[src/rtl/program_counter.sv]
`default_nettype none
// ============================================================================
// Module   : program_counter
// Purpose  : Holds the current instruction address. The next-PC value from
//            the upstream mux is captured on every falling clock edge so the
//            rising-edge fetch logic sees an address that is stable for the
//            whole high phase.
// Options  : PC_ALIGN_CHECK_EN - when defined, adds a registered 'misaligned'
//            flag and forces the stored address to word alignment.
// Revision : 1.0 - initial release
// ============================================================================
module program_counter #(
   parameter int               WIDTH        = 32,
   parameter logic [WIDTH-1:0] RESET_VECTOR = {WIDTH{1'b0}}
) (
   input  logic             clk,
   input  logic             reset,
   input  logic [WIDTH-1:0] pc_in,
   output logic [WIDTH-1:0] pc_out
`ifdef PC_ALIGN_CHECK_EN
   ,
   output logic             misaligned
`endif
);

   // The initialiser gives a defined value before the first edge, so the
   // fetch address is never X even before reset is first sampled.
   logic [WIDTH-1:0] pc_q = RESET_VECTOR;
   logic [WIDTH-1:0] pc_d;

`ifdef PC_ALIGN_CHECK_EN
   logic misaligned_q = 1'b0;
   logic misaligned_d;

   // Next value: word-aligned address plus a flag for dropped low bits.
   always_comb begin
      pc_d         = {pc_in[WIDTH-1:2], 2'b00};
      misaligned_d = (pc_in[1:0] != 2'b00);
   end

   // Flag register shares the falling-edge timing and reset with pc_q.
   always_ff @(negedge clk) begin
      if (reset) begin
         misaligned_q <= 1'b0;
      end else begin
         misaligned_q <= misaligned_d;
      end
   end

   assign misaligned = misaligned_q;
`else
   // Next value: the upstream address is taken verbatim, all bits kept.
   always_comb begin
      pc_d = pc_in;
   end
`endif

   // Falling-edge PC register; reset takes priority over the load.
   always_ff @(negedge clk) begin
      if (reset) begin
         pc_q <= RESET_VECTOR;
      end else begin
         pc_q <= pc_d;
      end
   end

   // Output comes straight from the register; no path from pc_in.
   assign pc_out = pc_q;

endmodule
`default_nettype wire

[config.mk]
export PLATFORM = sky130hd
export DESIGN_NAME = program_counter
export DESIGN_NICKNAME = d
export VERILOG_FILES = /design/src/rtl/program_counter.sv
export SDC_FILE = /design/constraint.sdc
export NUM_CORES = 1
export LEC_CHECK = 0
export BUFFER_PORTS_ARGS = -buffer_cell sky130_fd_sc_hd__buf_2
export CAP_MARGIN = 20
export CORE_MARGIN = 1.5
export CORE_UTILIZATION = 34
export CTS_CLUSTER_SIZE = 28
export DETAILED_ROUTE_END_ITERATION = 7
export PLACE_DENSITY = 0.73
export SETUP_SLACK_MARGIN = 0.05
export SLEW_MARGIN = 10
export SYNTH_ARGS = -nofsm -noshare
export SYNTH_HDL_FRONTEND = slang
export SYNTH_SLANG_ARGS = --single-unit
[constraint.sdc]
create_clock -name clk -period 0.8 [get_ports clk]
set_input_delay 0.16 -clock clk [delete_from_list [all_inputs] [get_ports clk]]
set_output_delay 0.16 -clock clk [all_outputs]
set_load 0.02 [all_outputs]
After elaboration in Yosys (flattened, before gate mapping)
Cells that the tools add are included.

Flip-flop bits (word level): 32. Bits of input ports: 34. Output and inout port bits: 32. Logic and storage cells: 1.

Logic depth before layout (Yosys ltp)
Depth in word-level cells: 0. Mapped depth: 2. Depth with buffers taken out: 1.

==> results.py <==
metrics = {
    "worst_setup_path": {
        "startpoint_type": "register",
        "cp_num_buf_inv": 1,
        "cp.required_ps": 640,
        "slowest_stage": "dfxtp_4",
        "cp_cell_sequence": "buf_6",
        "worstSetupPathType": "reg -> out",
        "path_delay_family": "flip-flops",
        "worst_ep_arrival_time_ps": 1240,
        "crit_path_end_kind": "output pin",
        "max_stage_delay_ps": 330,
        "crit_fanout": 1,
    },
    "global_route": {
        "antenna_found_initial": 0,
        "grt_pass1_wl_um": 3070,
        "grt_max_degree": 20,
        "groute.usage.overall_pct": 16.9,
        "grt_pass1_vias": 832,
        "grt_overflow_total": 0,
    },
    "die": {
        "rows": 18,
        "die_h_um": 53.5,
        "core_mm2": 0.00245,
        "die_w_um": 53.5,
        "die-area_mm2": 0.00286,
        "pin_count": 66,
        "initial_core_util_pct": 35.3,
    },
    "synthesis": {
        "synthTopCellsByArea": "dfxtp_1, nor2b_1, buf_4",
        "synth_top_area_cell": "dfxtp_1",
        "syn_area_um2": 867,
        "syn_inst": 68,
        "synth_seq_cells": 32,
        "yosysWarnings": 0,
        "synth.distinct_cells": 4,
        "ys_seq_area_share_pct": 73.9,
        "avgSynthCellArea_um2": 12.8,
        "synth_top_area_share_pct": 73.9,
        "syn_nets": 102,
    },
    "sta": {
        "fin_ws_ps": -602,
        "timing.slew.headroom_pct": 92.5,
        "slew_viol_final": 0,
        "tightest_slew_ps": 112,
        "holdWs_ps": 382,
        "hold_violations": 0,
        "setup_tns_ps": -18900,
        "setup_viol": 32,
        "rsz0062_at_grt": "yes",
    },
    "detailed_routing": {
        "routed_via_density": 4.06,
        "dr.pass1.iters": 4,
        "wire_per_inst_um": 10.3,
        "vias": 816,
        "ant_nets": 0,
        "drc": 0,
        "routed_wirelength_um": 2070,
        "drt-initial-drc-count": 4,
    },
    "layout": {
        "area_growth_pct": 99.1,
        "antennaDiodeCount": 0,
        "largest_register_ff_count": 32,
        "final_util_pct": 70.3,
        "drive_gt1_share_pct": 62.6,
        "finalNetCount": 205,
        "finalNonFillerCells": 201,
    },
    "outcome": {
        "violations": "setup timing",
        "status": "finished with violations",
    },
    "cts": {
        "cts_tree": "built",
        "holdBufCountCts": 0,
        "clk_pin_slew_ps": 50,
        "clock-sinks": 32,
        "ctsHtreeMaxLevel": 2,
        "max-clock-path-buffers": 2,
        "cts_buffers": 5,
        "cts_root_buf": "clkbuf_4",
    },
    "placed_design": {
        "gp_congestion": 0.669,
        "dp_cells": 163,
        "io_buffers": 65,
    },
    "power": {
        "p_leak_nw": 0.893,
        "powerDensity_mw_per_mm2": 2080,
        "vdd_drop_max_mv": 1.82,
        "p_total_mw": 3.59,
    },
    "run": {
        "cap_viol_max_count": 0,
    },
    "worst_hold_path": {
        "min_path_type": "in -> reg",
    },
}
[through the flow]
stage          setup slack [ps]  instance area, µm²
5_1_grt                    -670                1730
2_1_floorplan              -108                1010
3_5_place_dp               -272                1360
3_3_place_gp               -238                1360
6_report                   -602                1730
4_1_cts                    -623                1730
[routing by layer]
metal | global-route usage, % | routed length [µm] | vias up
met3 | 15.0 | 253 | 6
li1 | - | - | 407
met2 | 26.1 | 1180 | 42
met1 | 11.8 | 589 | 361
met5 | 0 | 0 | -
met4 | 16.2 | 47 | 0
[placed cells by master, fill, tap and decap left out]
| master | netlist | layout |
|---|---|---|
| nor2b_1 | 32 | 32 |
| buf_12 | 0 | 1 |
| clkinvlp_2 | 0 | 2 |
| buf_2 | 0 | 33 |
| dfxtp_4 | 0 | 32 |
| buf_4 | 3 | 2 |
| inv_1 | 1 | 32 |
| buf_6 | 0 | 32 |
| clkbuf_4 | 0 | 5 |
[synth_stat cells (all sizes together)]
cell type / count
dfxtp: 32
nor2b: 32
buf: 3
inv: 1
[where the power goes]
part	switching [mW]	internal [mW]	leakage, nW
clock network	0.920	0.517	0.194
registers	0.0383	1.64	0.285
logic	0.199	0.266	0.414
total	1.16	2.43	0.893
[kinds of logic after synthesis]
group                  share of synthesized area (%)
AND/OR/NAND/NOR                                 23.1
flip-flops                                      73.9
buffers and inverters                           3.03
[area by class of cell]
| class | instances | area [µm²] |
|---|---|---|
| sequential | 32 | 761 |
| fill | 203 | 728 |
| timing repair buffer | 68 | 561 |
| multi-input combinational | 32 | 200 |
| clock inverter | 34 | 130 |
| clock buffer | 5 | 37.5 |
| tap | 30 | 37.5 |
[path summary, 6_finish.rpt]
check | endpoint | slack (ps) | startpoint | cells after the start
hold / removal | pc_out[17] | 380 | pc_in[17] | 2
setup / recovery | pc_out[31] | -600 | pc_out[31] | 1
[what timing repair did]
item / CTS / global route
resized for setup: 64 / 0
endpoints found under the setup margin: 32 / 32
cloned: 0 / 0
endpoints found under the hold margin: 0 / 0
buffers inserted: 0 / 0
No activity file was read; power rests on OpenSTA's default activity.
